--- src/rtl/iterative_alu_if.sv ---
// Request/response bundle between the control unit and iterative_alu.
// Start/Done handshake: Start is a one-shot request taken only while Busy is low
// (IDLE or FIN); Done strobes for one cycle when results and flags are valid.
interface iterative_alu_if #(
    parameter int WIDTH = 32
);
    logic             Start;
    logic [4:0]       Op;
    logic [WIDTH-1:0] A;
    logic [WIDTH-1:0] B;
    logic             WF;
    logic             Busy;
    logic             Done;
    logic [WIDTH-1:0] ALUOut;
    logic [WIDTH-1:0] ALUOutHi;
    logic [3:0]       FlagsOut;
    logic             DivByZero;
    logic [1:0]       dbg_state;

    modport master (
        output Start, Op, A, B, WF,
        input  Busy, Done, ALUOut, ALUOutHi, FlagsOut, DivByZero, dbg_state
    );

    modport slave (
        input  Start, Op, A, B, WF,
        output Busy, Done, ALUOut, ALUOutHi, FlagsOut, DivByZero, dbg_state
    );
endinterface

--- src/rtl/iterative_alu.sv ---
// Parametrised ALU: single-cycle arithmetic/logic/shift ops plus iterative
// shift-add multiply and restoring divide, one bit per cycle.
module iterative_alu #(
    parameter int WIDTH = 32,
    parameter int CNT_W = $clog2(WIDTH) + 1
) (
    input logic            Clock,
    input logic            Reset,
    iterative_alu_if.slave bus
);
    localparam logic [4:0] OP_PASS_A = 5'h00, OP_PASS_B = 5'h01, OP_NOT_A = 5'h02;
    localparam logic [4:0] OP_NOT_B  = 5'h03, OP_ADD    = 5'h04, OP_ADDC  = 5'h05;
    localparam logic [4:0] OP_SUB    = 5'h06, OP_AND    = 5'h07, OP_OR    = 5'h08;
    localparam logic [4:0] OP_XOR    = 5'h09, OP_NAND   = 5'h0A, OP_LSL   = 5'h0B;
    localparam logic [4:0] OP_LSR    = 5'h0C, OP_ASR    = 5'h0D, OP_ROL   = 5'h0E;
    localparam logic [4:0] OP_ROR    = 5'h0F, OP_MULU   = 5'h10, OP_DIVU  = 5'h11;
    localparam logic [CNT_W-1:0] LAST_STEP = CNT_W'(WIDTH - 1);

    typedef enum logic [1:0] {S_IDLE = 2'd0, S_RUN = 2'd1, S_FIN = 2'd2} state_t;

    state_t           state, state_n;
    logic [CNT_W-1:0] cnt;
    logic [4:0]       op_q;
    logic             wf_q;
    logic [WIDTH-1:0] a_q, b_q, work_hi, work_lo;
    logic [WIDTH-1:0] res_lo, res_hi;
    logic [3:0]       flags;
    logic             dbz;

    logic accept, multi;
    assign accept = bus.Start && (state != S_RUN);
    assign multi  = (bus.Op == OP_MULU) || ((bus.Op == OP_DIVU) && (bus.B != '0));

    always_comb begin
        state_n = state;
        case (state)
            S_IDLE:  if (bus.Start) state_n = multi ? S_RUN : S_FIN;
            S_FIN:   state_n = bus.Start ? (multi ? S_RUN : S_FIN) : S_IDLE;
            S_RUN:   if (cnt == LAST_STEP) state_n = S_FIN;
            default: state_n = S_IDLE;
        endcase
    end

    // Single-cycle results are computed straight from the bus and committed on the accept edge.
    logic [WIDTH:0]   sum;
    logic [WIDTH-1:0] diff, sc_lo, sc_hi;
    logic             sc_c, sc_o, sc_legal, sc_dbz;
    logic [3:0]       sc_flags;

    always_comb begin
        sum      = {1'b0, bus.A} + {1'b0, bus.B} + {{WIDTH{1'b0}}, (bus.Op == OP_ADDC) & flags[2]};
        diff     = bus.A - bus.B;
        sc_lo    = '0;
        sc_hi    = '0;
        sc_c     = flags[2];
        sc_o     = flags[0];
        sc_legal = 1'b1;
        sc_dbz   = 1'b0;
        case (bus.Op)
            OP_PASS_A: sc_lo = bus.A;
            OP_PASS_B: sc_lo = bus.B;
            OP_NOT_A:  sc_lo = ~bus.A;
            OP_NOT_B:  sc_lo = ~bus.B;
            OP_ADD, OP_ADDC: begin
                sc_lo = sum[WIDTH-1:0];
                sc_c  = sum[WIDTH];
                sc_o  = (bus.A[WIDTH-1] == bus.B[WIDTH-1]) && (sum[WIDTH-1] != bus.A[WIDTH-1]);
            end
            OP_SUB: begin
                sc_lo = diff;
                sc_c  = (bus.A >= bus.B);
                sc_o  = (bus.A[WIDTH-1] != bus.B[WIDTH-1]) && (diff[WIDTH-1] != bus.A[WIDTH-1]);
            end
            OP_AND:  sc_lo = bus.A & bus.B;
            OP_OR:   sc_lo = bus.A | bus.B;
            OP_XOR:  sc_lo = bus.A ^ bus.B;
            OP_NAND: sc_lo = ~(bus.A & bus.B);
            OP_LSL: begin sc_lo = {bus.A[WIDTH-2:0], 1'b0};             sc_c = bus.A[WIDTH-1]; end
            OP_LSR: begin sc_lo = {1'b0, bus.A[WIDTH-1:1]};             sc_c = bus.A[0];       end
            OP_ASR: begin sc_lo = {bus.A[WIDTH-1], bus.A[WIDTH-1:1]};   sc_c = bus.A[0];       end
            OP_ROL: begin sc_lo = {bus.A[WIDTH-2:0], flags[2]};         sc_c = bus.A[WIDTH-1]; end
            OP_ROR: begin sc_lo = {flags[2], bus.A[WIDTH-1:1]};         sc_c = bus.A[0];       end
            OP_DIVU: begin
                sc_lo  = '1;
                sc_hi  = bus.A;
                sc_dbz = 1'b1;
                sc_o   = 1'b1;
            end
            default: sc_legal = 1'b0;
        endcase
        sc_flags = (bus.WF && sc_legal) ? {sc_lo == '0, sc_c, sc_lo[WIDTH-1], sc_o} : flags;
    end

    // One iteration: multiply shifts the partial product right, divide shifts the remainder left.
    logic [WIDTH:0]   mul_sum, div_sh;
    logic [WIDTH-1:0] div_rem, step_hi, step_lo;
    logic             div_ge, is_mul, hi_nz;
    logic [3:0]       fin_flags;
    assign is_mul = (op_q == OP_MULU);

    always_comb begin
        mul_sum = {1'b0, work_hi} + (work_lo[0] ? {1'b0, a_q} : '0);
        div_sh  = {work_hi, work_lo[WIDTH-1]};
        div_ge  = (div_sh >= {1'b0, b_q});
        div_rem = div_sh[WIDTH-1:0] - b_q;
        if (is_mul) begin
            step_hi = mul_sum[WIDTH:1];
            step_lo = {mul_sum[0], work_lo[WIDTH-1:1]};
        end else begin
            step_hi = div_ge ? div_rem : div_sh[WIDTH-1:0];
            step_lo = {work_lo[WIDTH-2:0], div_ge};
        end
        hi_nz     = (step_hi != '0);
        fin_flags = flags;
        if (wf_q) begin
            fin_flags = {(step_lo == '0) && !(is_mul && hi_nz), is_mul ? hi_nz : flags[2],
                         step_lo[WIDTH-1], is_mul && hi_nz};
        end
    end

    always_ff @(posedge Clock) begin
        if (Reset) begin
            state   <= S_IDLE;
            cnt     <= '0;
            op_q    <= '0;
            wf_q    <= 1'b0;
            a_q     <= '0;
            b_q     <= '0;
            work_hi <= '0;
            work_lo <= '0;
            res_lo  <= '0;
            res_hi  <= '0;
            flags   <= '0;
            dbz     <= 1'b0;
        end else begin
            state <= state_n;
            if (accept) begin
                op_q    <= bus.Op;
                wf_q    <= bus.WF;
                a_q     <= bus.A;
                b_q     <= bus.B;
                cnt     <= '0;
                work_hi <= '0;
                work_lo <= (bus.Op == OP_MULU) ? bus.B : bus.A;
                dbz     <= sc_dbz && !multi;
                if (!multi) begin
                    res_lo <= sc_lo;
                    res_hi <= sc_hi;
                    flags  <= sc_flags;
                end
            end else if (state == S_RUN) begin
                cnt     <= cnt + 1'b1;
                work_hi <= step_hi;
                work_lo <= step_lo;
                if (cnt == LAST_STEP) begin
                    res_lo <= step_lo;
                    res_hi <= step_hi;
                    flags  <= fin_flags;
                end
            end
        end
    end

    assign bus.Busy      = (state == S_RUN);
    assign bus.Done      = (state == S_FIN);
    assign bus.ALUOut    = res_lo;
    assign bus.ALUOutHi  = res_hi;
    assign bus.FlagsOut  = flags;
    assign bus.DivByZero = dbz;
    assign bus.dbg_state = state;
endmodule
--- src/flat_wrapper.sv ---
// flat-port wrapper written by rule: the top's interface ports become plain ports
module iterative_alu_flat 
#(
    parameter int WIDTH = 32,
    parameter int CNT_W = $clog2(WIDTH) + 1
)
  (Clock, Reset, bus_Start, bus_Op, bus_A, bus_B, bus_WF, bus_Busy, bus_Done, bus_ALUOut, bus_ALUOutHi, bus_FlagsOut, bus_DivByZero, bus_dbg_state);
  iterative_alu_if #(.WIDTH(WIDTH)) bus_i ();
  input logic Clock;
  input logic Reset;
  input wire logic [$bits(bus_i.Start)-1:0] bus_Start;
  input wire logic [$bits(bus_i.Op)-1:0] bus_Op;
  input wire logic [$bits(bus_i.A)-1:0] bus_A;
  input wire logic [$bits(bus_i.B)-1:0] bus_B;
  input wire logic [$bits(bus_i.WF)-1:0] bus_WF;
  output wire logic [$bits(bus_i.Busy)-1:0] bus_Busy;
  output wire logic [$bits(bus_i.Done)-1:0] bus_Done;
  output wire logic [$bits(bus_i.ALUOut)-1:0] bus_ALUOut;
  output wire logic [$bits(bus_i.ALUOutHi)-1:0] bus_ALUOutHi;
  output wire logic [$bits(bus_i.FlagsOut)-1:0] bus_FlagsOut;
  output wire logic [$bits(bus_i.DivByZero)-1:0] bus_DivByZero;
  output wire logic [$bits(bus_i.dbg_state)-1:0] bus_dbg_state;
  assign bus_i.Start = bus_Start;
  assign bus_i.Op = bus_Op;
  assign bus_i.A = bus_A;
  assign bus_i.B = bus_B;
  assign bus_i.WF = bus_WF;
  assign bus_Busy = bus_i.Busy;
  assign bus_Done = bus_i.Done;
  assign bus_ALUOut = bus_i.ALUOut;
  assign bus_ALUOutHi = bus_i.ALUOutHi;
  assign bus_FlagsOut = bus_i.FlagsOut;
  assign bus_DivByZero = bus_i.DivByZero;
  assign bus_dbg_state = bus_i.dbg_state;
  iterative_alu #(.WIDTH(WIDTH), .CNT_W(CNT_W)) u_core (.Clock(Clock), .Reset(Reset), .bus(bus_i));
endmodule
--- config.mk ---
export PLATFORM = sky130hd
export DESIGN_NAME = iterative_alu_flat
export DESIGN_NICKNAME = d
export VERILOG_FILES = /design/src/rtl/iterative_alu_if.sv /design/src/rtl/iterative_alu.sv /design/src/flat_wrapper.sv
export SDC_FILE = /design/constraint.sdc
export NUM_CORES = 1
export LEC_CHECK = 0
export BUFFER_PORTS_ARGS = -buffer_cell sky130_fd_sc_hd__buf_2
export CORE_MARGIN = 1.5
export CORE_UTILIZATION = 30
export CTS_CLUSTER_DIAMETER = 50
export DETAILED_ROUTE_END_ITERATION = 8
export PLACE_DENSITY = 0.5
export SLEW_MARGIN = 20
export SYNTH_ARGS = -nofsm -noshare
export SYNTH_HDL_FRONTEND = slang
export SYNTH_SLANG_ARGS = --single-unit
export TNS_END_PERCENT = 50
--- constraint.sdc ---
create_clock -name Clock -period 4.6 [get_ports Clock]
set_clock_uncertainty 0.1 [all_clocks]
set_input_delay 0.69 -clock Clock [delete_from_list [all_inputs] [get_ports Clock]]
set_output_delay 0.69 -clock Clock [all_outputs]
set_load 0.02 [all_outputs]
# == Yosys cells after proc, flatten, opt, wreduce, memory -nomap -nowiden ==
# Cells that the tools add are included.
# classes
reduce_logical,31
bitwise_logic,7
n_lt_le_gt_ge,2
add_sub_neg,6
n_eq_ne,32
mux,33
# op_table
cell,count
$mux W32,16
$pmux W32 S16,1
$not A32 Y32,3
$logic_not A32 Y1,2
$reduce_bool A32 Y1,2
$sub A32 B32 Y32,2
$eq A5 B4 Y1 const B,8
$add A32 B32 Y33,1
$add A32 B33 Y33,1
$add A33 B1 Y33,1
$ge A33 B32 Y1,1
$and A32 B32 Y32,1
$ge A32 B32 Y1,1
$or A32 B32 Y32,1
$xor A32 B32 Y32,1
$mux W4,6
$eq A5 B3 Y1 const B,4
$reduce_or A17 Y1,1
$eq A5 B5 Y1 const B,3
$eq A5 B2 Y1 const B,2
$logic_and A1 B1 Y1,8
$mux W2,4
$reduce_bool A2 Y1,4
$reduce_and A7 Y1,1
26 further kinds,36
# totals
out_inout_bits,73
reg_bits,211
in_bits,73
word_cells,125

# == Longest topological paths before layout ==
# Gate-level depths: netlist of the first run.
# logic_depth
ltp_word,11
depth_mapped,20
depth_no_buf,17

# == Least setup slack after synthesis of the first run ==
# Ideal clock, no wire load.
# synth_path
path_kind,input port to flip-flop
from,input bus_Op[4]
to,register u_core.flags[3] (netlist: u_core.bus.FlagsOut[3])
path_buffers,4
required_time_ns,4.431
setup_ns,0.069
setup_slack_ns,-0.404
path_stages,20
arrival_ns,4.835
path_cell_list,buf_2 buf_4 clkbuf_1 buf_2 nor3_1 nand3_1 fa_1 fa_1 nand2b_1 a211oi_1 o21ai_1 nand3_1 o211ai_1 a2111oi_1 nand4_1 or4_1 nor4_1 and4b_1 a31oi_1 o21ai_1
# synth_via
elab_chain_len,8
elab_cells_between_ends,34
cone_classes,add/sub: 1; eq/ne: 19; mux: 5; bitwise: 1; reduce/logical: 8
# synth_rtl
item,line_no,rtl
"start, declared",flat_wrapper.sv:12,input wire logic [$bits(bus_i.Op)-1:0] bus_Op;
$eq A5 B3 Y1,"iterative_alu.sv:51, iterative_alu.sv:59",
$and A1 B1 Y1,iterative_alu.sv:51,"sum = {1'b0, bus.A} + {1'b0, bus.B} + {{WIDTH{1'b0}}, (bus.Op == OP_ADDC) & flags[2]};"
$add A33 B1 Y33,iterative_alu.sv:51,
$pmux W32 S16,iterative_alu.sv:59,case (bus.Op)
$logic_not A32 Y1,iterative_alu.sv:91,"sc_flags = (bus.WF && sc_legal) ? {sc_lo == '0, sc_c, sc_lo[WIDTH-1], sc_o} : flags;"
$mux W4,iterative_alu.sv:91,
$mux W4,iterative_alu.sv:146,if (!multi) begin
$mux W4,iterative_alu.sv:137,if (accept) begin
"end signal, assigned",iterative_alu.sv:149,flags <= sc_flags;
"end signal, assigned",iterative_alu.sv:158,flags <= fin_flags;
"end, declared",iterative_alu.sv:27,logic [3:0] flags;
# Parallel ways exist; a longest one is shown, timed or not. The select of a mux whose other input is x is not followed.
# A chain may end at the register's enable or synchronous reset.

# == Worst setup path in the final report of the first run ==
# layout_path
from,register u_core.work_hi[6]
to,register u_core.flags[0] (netlist: u_core.bus.FlagsOut[0])
# layout_via
elab_chain_len,9
elab_cells_between_ends,11
cone_classes,add/sub: 2; order compare: 1; mux: 6; reduce/logical: 2
# layout_rtl
item,line_no,rtl
"start, declared",iterative_alu.sv:25,"logic [WIDTH-1:0] a_q, b_q, work_hi, work_lo;"
"start signal, assigned",iterative_alu.sv:153,work_hi <= step_hi;
$sub A32 B32 Y32 or $ge A33 B32 Y1 (tied branches),"iterative_alu.sv:105, iterative_alu.sv:104",
$mux W32,iterative_alu.sv:110,step_hi = div_ge ? div_rem : div_sh[WIDTH-1:0];
$mux W32 (*),iterative_alu.sv:106,if (is_mul) begin
$reduce_bool A32 Y1 (*),iterative_alu.sv:113,hi_nz = (step_hi != '0);
$logic_and A1 B1 Y1 (*),iterative_alu.sv:117,"step_lo[WIDTH-1], is_mul && hi_nz};"
$mux W4 (*),iterative_alu.sv:115,if (wf_q) begin
$mux W4 (*),iterative_alu.sv:155,if (cnt == LAST_STEP) begin
$mux W4 (*),iterative_alu.sv:151,end else if (state == S_RUN) begin
$mux W4 (*),iterative_alu.sv:137,
# Every way passes the cells marked *; elsewhere a longest branch is shown, timed or not. The select of a mux whose other input is x is not followed.

==> results of run 1 <==
[cells in the mapped netlist (31+ instances only)]
master / number
dfxtp_1: 211
clkbuf_1: 165
a21oi_1: 359
nor4_1: 31
nand2b_1: 31
nand4_1: 36
nor3_1: 73
a211oi_1: 53
nor2_1: 349
nand3_1: 67
nand2_1: 433
inv_1: 146
and2_1: 42
o21ai_0: 153
o211ai_1: 51
a21o_1: 38
xnor2_1: 33
ha_1: 161
a221oi_1: 49
buf_2: 33
mux2i_1: 69
[per-stage QoR]
step / cell area (um^2) / setup TNS [ns] / power, W
detailed placement: 24540 / -0.7546 / 0.004135
CTS: 25830 / 0 / 0.007090
finish: 25860 / 0 / 0.007076
floorplan: 21220 / -0.03784 / 0.003245
global route: 25860 / -0.02137 / 0.007376
global placement: 24540 / -0.7047 / 0.004144
[kinds of logic (layout without fill, tap and decap cells)]
logic type | count (synthesis) | count (layout)
xor gates and xnor gates | 63 | 63
DFF | 211 | 211
and+or+nand+nor | 1188 | 1188
muxes | 74 | 74
buffers and inverters | 382 | 655
adders and majority gates | 166 | 166
AOI/OAI and AO/OA | 1002 | 1002
[how the worst max path moves through the flow]
stage	from	end	slack [ns]	cells past startpoint
after floorplan	bus_Op[4]	u_core.bus.FlagsOut[3]	-0.04	20
after global placement	bus_Op[2]	u_core.bus.FlagsOut[3]	-0.37	18
after detailed placement	bus_Op[2]	u_core.bus.FlagsOut[3]	-0.45	18
after CTS	u_core.bus.FlagsOut[2]	u_core.bus.FlagsOut[3]	0.05	15
after global routing	u_core.work_hi[6]	u_core.bus.FlagsOut[0]	-0.02	16
final	u_core.work_hi[6]	u_core.bus.FlagsOut[0]	0.12	15
[where the power goes]
group,leakage (nW),switching (W),internal (W)
combinational,8.58,0.00136,0.000789
clock,0.613,0.00111,0.00182
sequential,1.73,0.0000632,0.00193
[flip-flops by register name (all words and copies together) (netlist names)]
name and cells:
u_core.bus.DivByZero 1, u_core.bus.ALUOut 32, u_core.wf_q 1, u_core.a_q 32, u_core.bus.ALUOutHi 32, u_core.b_q 32, u_core.work_lo 32, u_core.bus.FlagsOut 4
u_core.cnt 6, u_core.bus.dbg_state 2, u_core.work_hi 32, u_core.op_q 5
[cell type report]
type | count | area [um^2] | area share
clock inverter | 23 | 294.0 | 0.01137
tap | 940 | 1176 | 0.04549
sequential | 211 | 4225 | 0.1634
inverter | 147 | 551.8 | 0.02134
clock buffer | 43 | 999.7 | 0.03866
timing repair buffer | 442 | 3074 | 0.1189
multi-input combinational | 2493 | 15530 | 0.6008
[worst max-delay path, cell delays in order (launching register included)]
cell and delay, ns:
dfxtp_1 0.35, ha_1 0.45, nand3_1 0.20, or4_1 0.53
a21o_1 0.23, a31oi_2 0.28, nor2_2 0.08, buf_12 0.17
buf_4 0.17, or3_1 0.34, a22oi_1 0.41, o21ai_0 0.21
nor4_1 0.29, nand4b_1 0.15, buf_4 0.19, a31o_2 0.23
[metal layers]
metal  vias up  part of all wire  track usage
li1      11680                 -            -
met1     11570              0.43       0.3502
met2      1026              0.45       0.4286
met3       250             0.068      0.03927
met4         2             0.050       0.1227
met5         -           0.00010            0
==> results by group, run 1 <==
Outcome
  • Outcome: complete, no violations

Timing
  • Hold WS: roughly 0.35 ns
  • Final worst path period need: 4.481 ns
  • Max Transition Viols Final: 0
  • Measured slew at the worst slew-check pin: approximately 0.98 ns
  • Max Clk Rate: roughly 220 MHz
  • Final WS setup: approximately 0.12 ns
  • Final setup vio count: 0
  • Crit share post-route: 0.9742
  • Slew headroom: 0.3404
  • Final hold vios: 0
  • RSZ-0062 raised after global routing: true

Detailed routing
  • Routed len/inst: approximately 23 um
  • DR pass1 iterations: 7
  • Vias: roughly 25000
  • Drt initial violations: approximately 2300
  • Post-route ant nets: 0
  • DRT Wirelength: 98800 um
  • Drc violations: 0
  • Vias per cell: approximately 5.7

Worst setup path
  • Setup crit end kind: flop
  • FF-to-FF path depth: 15
  • Max FO, Critical Path: 14
  • Worst Setup Start Kind: flop
  • Critical Path RT: just under 5 ns
  • Worst r2r dst: u_core.bus.FlagsOut[0]
  • CP Class: flop to flop
  • R2R setup slack: between 0.1 and 0.15 ns
  • Critical path arrival: between 4 and 5 ns
  • Critical R2R Launch: u_core.work_hi[6]

Synth
  • Synth area leader: dfxtp_1
  • Net Count, Synth: between 3000 and 4000
  • Count of different cell masters after synthesis: 94
  • Largest cells by area after synthesis: dfxtp_1 (20%), ha_1 (9.5%), a21oi_1 (8.5%), nand2_1 (7.7%), nor2_1 (6.2%)
  • Post-Synthesis Mean Instance Area: roughly 7 um^2
  • Mapped Area: 21160 um^2
  • Top cell type's share of synthesized area: 0.1996
  • Synth warnings: 0
  • Largest family of logic cells by synthesized area: compound AO/OA/AOI/OAI gates
  • Post-synth top flop: dfxtp_1
  • Mux share of post-synthesis cell area: 0.03530
  • Sequential area share after synthesis: 0.1996
  • Async SR Flop Fraction: 0
  • FF+latch count, synth: 211
  • Post-synthesis simple-gate area fraction: 0.2570
  • Compound-Gate Fraction of Synth Area: 0.3102
  • Number of synthesized flops with an enable pin: 0
  • Mapped Cells: ~3000
  • Adder-Cell Fraction of Synth Area: 0.09993
  • Post-Synth XOR/XNOR Area: 0.02608

Placement
  • Placement Setup Slack: -0.4508 ns
  • Dpl hpwl: 75820 um
  • Placer Congestion: around 0.97
  • Port Buf Inserts: between 100 and 150
  • Placed cell count: roughly 4200

Hold path
  • Hold_sp: u_core.a_q[22]
  • Worst Hold Class: flop to flop
  • Hold worst-path end: u_core.a_q[22]
  • WHS Path Cells: 2

Clocking
  • Later-pin clock latency in the skew report: between 0.5 and 0.6 ns
  • # clock sinks: between 200 and 250
  • Clk slew on worst S/H paths: about 0.050 ns
  • Total CTS buffers: 37
  • CTS H-tree lvls: 2
  • Post-CTS Repair Setup Buffers: 0
  • CTS Buffer Depth: 3
  • Cts repair resizes: 0
  • Hold buffer count at CTS: 0
  • Root Driver: clkbuf_16
  • CTS tree: yes

Power and ir drop
  • VDD IR max: roughly 260 uV
  • Pleak: approximately 11 nW
  • Pwr dens: about 270 nW/um^2

Layout
  • Post-layout util: 0.3699
  • Most frequent cells in the layout: nand2_1 (431), a21oi_1 (359), nor2_1 (343)
  • NumNets Final: between 3000 and 4000
  • Diode count: 0
  • Area Overhead vs Synth: 22.20%
  • Share of cells above drive strength 1: 0.1718
  • Finished Layout Cells: 4299
  • Commonest non-fill, non-tap cell in the layout: nand2_1
  • Fill count: 7694

Floorplan
  • Die Height: about 270 um
  • CORE AREA: around 70000 um^2
  • Row Count: 97
  • Starting Density: 0.3027
  • Die ar.: 72130 um^2
  • # IOs: about 150
  • Die W: between 200 and 300 um

GRT
  • Global-route wire length before repair: 146500 um
  • Grt ovf: 0
  • GRT Total Usage: 0.2664
  • Vias in the first global route: between 20000 and 25000
  • Largest net degree at the start of global routing: between 100 and 150
  • Initial antenna violation count: 3

Run
  • Max-Cap Viols: 0
Note: power is estimated with default switching activity, not from simulation.
==> run 2: changes to the inputs <==
--- a/config.mk
+++ b/config.mk
@@ -5,11 +5,13 @@
 export SDC_FILE = /design/constraint.sdc
 export NUM_CORES = 1
 export LEC_CHECK = 0
+export ABC_AREA = 1
 export BUFFER_PORTS_ARGS = -buffer_cell sky130_fd_sc_hd__buf_2
 export CORE_MARGIN = 1.5
 export CORE_UTILIZATION = 30
 export CTS_CLUSTER_DIAMETER = 50
 export DETAILED_ROUTE_END_ITERATION = 8
+export GPL_TIMING_DRIVEN = 0
 export PLACE_DENSITY = 0.5
 export SLEW_MARGIN = 20
 export SYNTH_ARGS = -nofsm -noshare
==> results by group, run 2 <==
Timing
  • Hold WS: roughly 0.32 ns
  • Final hold vios: 0
  • Final setup vio count: 0
  • Max Transition Viols Final: 0
  • Final worst path period need: about 4.3 ns
  • Setup TNS: 0 ns
  • Crit share post-route: 0.9450
  • Max Clk Rate: about 230 MHz
  • Slew headroom: 0.2569
  • RSZ-0062 raised after global routing: false
  • Measured slew at the worst slew-check pin: roughly 1.1 ns

Hold path
  • WHS Path Cells: 3
  • Worst Hold Class: input port to flop
  • Hold_sp: bus_Start
  • Hold worst-path end: u_core.bus.dbg_state[0]

Detailed routing
  • Routed len/inst: between 20 and 25 um
  • Vias: 27220
  • Drt initial violations: around 2400
  • Vias per cell: between 5 and 6
  • Post-route ant nets: 0
  • Drc violations: 0
  • DRT Wirelength: roughly 120000 um
  • DR pass1 iterations: 6

Worst setup path
  • Setup crit end kind: flop
  • Worst r2r dst: u_core.bus.FlagsOut[3]
  • Critical R2R Launch: u_core.bus.FlagsOut[2]
  • Worst Setup Start Kind: input port
  • FF-to-FF path depth: 22
  • CP Launch Point: bus_Op[1]
  • CP Class: input port to flop
  • R2R setup slack: 0.41 ns
  • Max FO, Critical Path: 5
  • Critical path arrival: between 4 and 5 ns
  • Critical Path RT: roughly 5 ns

Floorplan
  • Starting Density: 0.3042
  • # IOs: ~150
  • Row Count: slightly below 100
  • Die Height: approximately 280 um
  • Die W: around 280 um
  • CORE AREA: 73210 um^2
  • Die ar.: roughly 76000 um^2

Synth
  • Largest cells by area after synthesis: dfxtp_1 (19%), nand2_1 (16%), inv_1 (9.9%), ha_1 (9.0%), o21ai_0 (8.4%)
  • Post-Synthesis Mean Instance Area: 5.761 um^2
  • FF+latch count, synth: about 210
  • Net Count, Synth: between 4000 and 5000
  • Sequential area share after synthesis: 0.1897
  • Mapped Cells: 3865
  • Synth cell count leaders: nand2_1 (930), inv_1 (585), nor2_1 (377)
  • Synth area leader: dfxtp_1
  • Count of different cell masters after synthesis: 57
  • Post-synth top flop: dfxtp_1
  • Top cell type's share of synthesized area: 0.1897
  • Mapped Area: between 20000 and 25000 um^2
  • Synth warnings: 0
  • Async SR Flop Fraction: 0
  • Count leader, synth: nand2_1
  • Number of synthesized flops with an enable pin: 0

Power and ir drop
  • Clk pwr share: 0.387
  • Power Internal: around 0.0041 W
  • VDD IR max: 272.1 uV
  • Net Switching: 0.002549 W
  • Switching share of total power: 0.3816
  • Pwr dens: 264.3 nW/um^2
  • Pwr Total: about 0.0067 W
  • Sequential Power Share: 0.302
  • Pleak: 12.60 nW
  • Gate power share: 0.311

Clocking
  • Root Driver: clkbuf_16
  • CTS Buffer Depth: 3
  • CTS tree: yes
  • Total CTS buffers: 29
  • CTS H-tree lvls: 1
  • Hold buffer count at CTS: 0
  • Clk slew on worst S/H paths: 0.06 ns
  • # clock sinks: 211
  • Later-pin clock latency in the skew report: slightly below 0.6 ns

Placement
  • Port Buf Inserts: between 100 and 150
  • Placed cell count: roughly 5000
  • Placer Congestion: 1.014
  • Dpl hpwl: around 100000 um

Layout
  • Fill count: roughly 8500
  • Area of the multi-input gates: between 15000 and 20000 um^2
  • Commonest non-fill, non-tap cell in the layout: nand2_1
  • Most frequent cells in the layout: nand2_1 (930), inv_1 (585), nor2_1 (376)
  • Sequential Area: ~4200 um^2
  • Area Overhead vs Synth: 13.53%
  • NumNets Final: 4278
  • Share of cells above drive strength 1: 0.07980
  • Post-layout util: 0.3453
  • Finished Layout Cells: ~5000

GRT
  • GRT Total Usage: 0.3056
  • Grt ovf: 0
  • Initial antenna violation count: 1
  • Vias in the first global route: approximately 26000
  • Busiest metal layer after global routing: met2
  • Largest net degree at the start of global routing: 14
  • Met1 Use GR: 0.3771
  • Met3 Track Usage GR: 0.03680
  • Global-route wire length before repair: about 170000 um
  • GR Util met2: 0.5124

Outcome
  • Outcome: complete, no violations

Run
  • Max-Cap Viols: 0
[run 2: cell count changes in the layout (fill, tap and decap cells not counted), sizes merged, moves of 38 or more]
cell,before,now
mux2i,69,0
nand2,433,939
o21ai,157,383
inv,154,605
buf,442,193
a221oi,49,0
a211oi,53,6
nand3,67,271
o22ai,24,62
clkbuf,43,145
nor2,350,392
a21oi,359,298
[run 2: per-stage QoR]
stage                     worst slack, ns  cell area [um^2]
final                              0.2529             25280
after global routing               0.1354             25280
after CTS                          0.2575             25280
after detailed placement          -0.1172             24190
after global placement            -0.1142             24190
after floorplan                     1.156             22270
[run 2: metal layers]
layer,share of wire,vias to the layer above
met4,0.064,0
met2,0.46,1211
met3,0.068,290
met5,0,-
met1,0.41,12590
li1,-,13120
[run 2: cell families (layout without fill, tap and decap cells)]
family | Yosys count | after routing | synth area share
AOI/OAI and AO/OA | 934 | 934 | 0.2376
and+or+nand+nor | 1777 | 1777 | 0.3400
xor gates and xnor gates | 12 | 12 | 0.004720
DFF | 211 | 211 | 0.1897
other | 0 | 1 | 0
adders and majority gates | 166 | 166 | 0.09497
buffers and inverters | 765 | 960 | 0.1330
[run 2: cell type report]
| type | instances | area share |
|---|---|---|
| plain buffers | 160 | 0.02732 |
| repair buffers | 144 | 0.02851 |
| well taps | 959 | 0.04747 |
| clock buffers | 34 | 0.03024 |
| flip-flops and latches | 211 | 0.1672 |
| inverters | 604 | 0.08974 |
| clock inverters | 18 | 0.01277 |
| multi-input cells | 2889 | 0.5967 |
| diodes | 1 | 0.00009900 |
[run 2: what timing repair did]
action / in CTS / in global routing
buffers inserted: 0 / 0
resized for setup: 0 / 3
setup endpoints to repair: 0 / 3
endpoints found under the hold margin: 0 / 0
[run 2: worst max path at each step]
stage,end,slack (ns),cells past startpoint
CTS,u_core.bus.FlagsOut[3],0.26,26
global route,u_core.bus.FlagsOut[3],0.14,28
finish,u_core.bus.FlagsOut[3],0.25,26
floorplan,u_core.bus.FlagsOut[3],1.16,24
detailed placement,u_core.bus.FlagsOut[3],-0.12,28
global placement,u_core.bus.FlagsOut[3],-0.11,26
[run 2: critical path, cell delays in order]
cell and delay (ns):
buf_2 0.13, inv_2 0.08, nand2_1 0.24, inv_2 0.16, nand3_1 0.16, fa_1 0.46, fa_1 0.40, inv_1 0.14
nand3_1 0.08, nand2_1 0.13, inv_1 0.08, nor2_1 0.09, nor2_1 0.09, o21ai_1 0.45, nand4_1 0.21, nand2_1 0.11
nand2_1 0.05, nand3_1 0.09, nand3_1 0.17, nor2_1 0.25, nand3_1 0.11, nor2_1 0.09, nand2_1 0.09, nand3_1 0.09
nand2_1 0.05, inv_1 0.04
[run 2: power by group through the flow]
stage	combinational (W)	sequential, W	clock [W]
after floorplan	0.00121	0.00206	0
after global placement	0.00202	0.00205	0
after detailed placement	0.00202	0.00205	0
after CTS	0.00203	0.00201	0.00261
after global routing	0.00225	0.00202	0.00269
final	0.00208	0.00201	0.00259
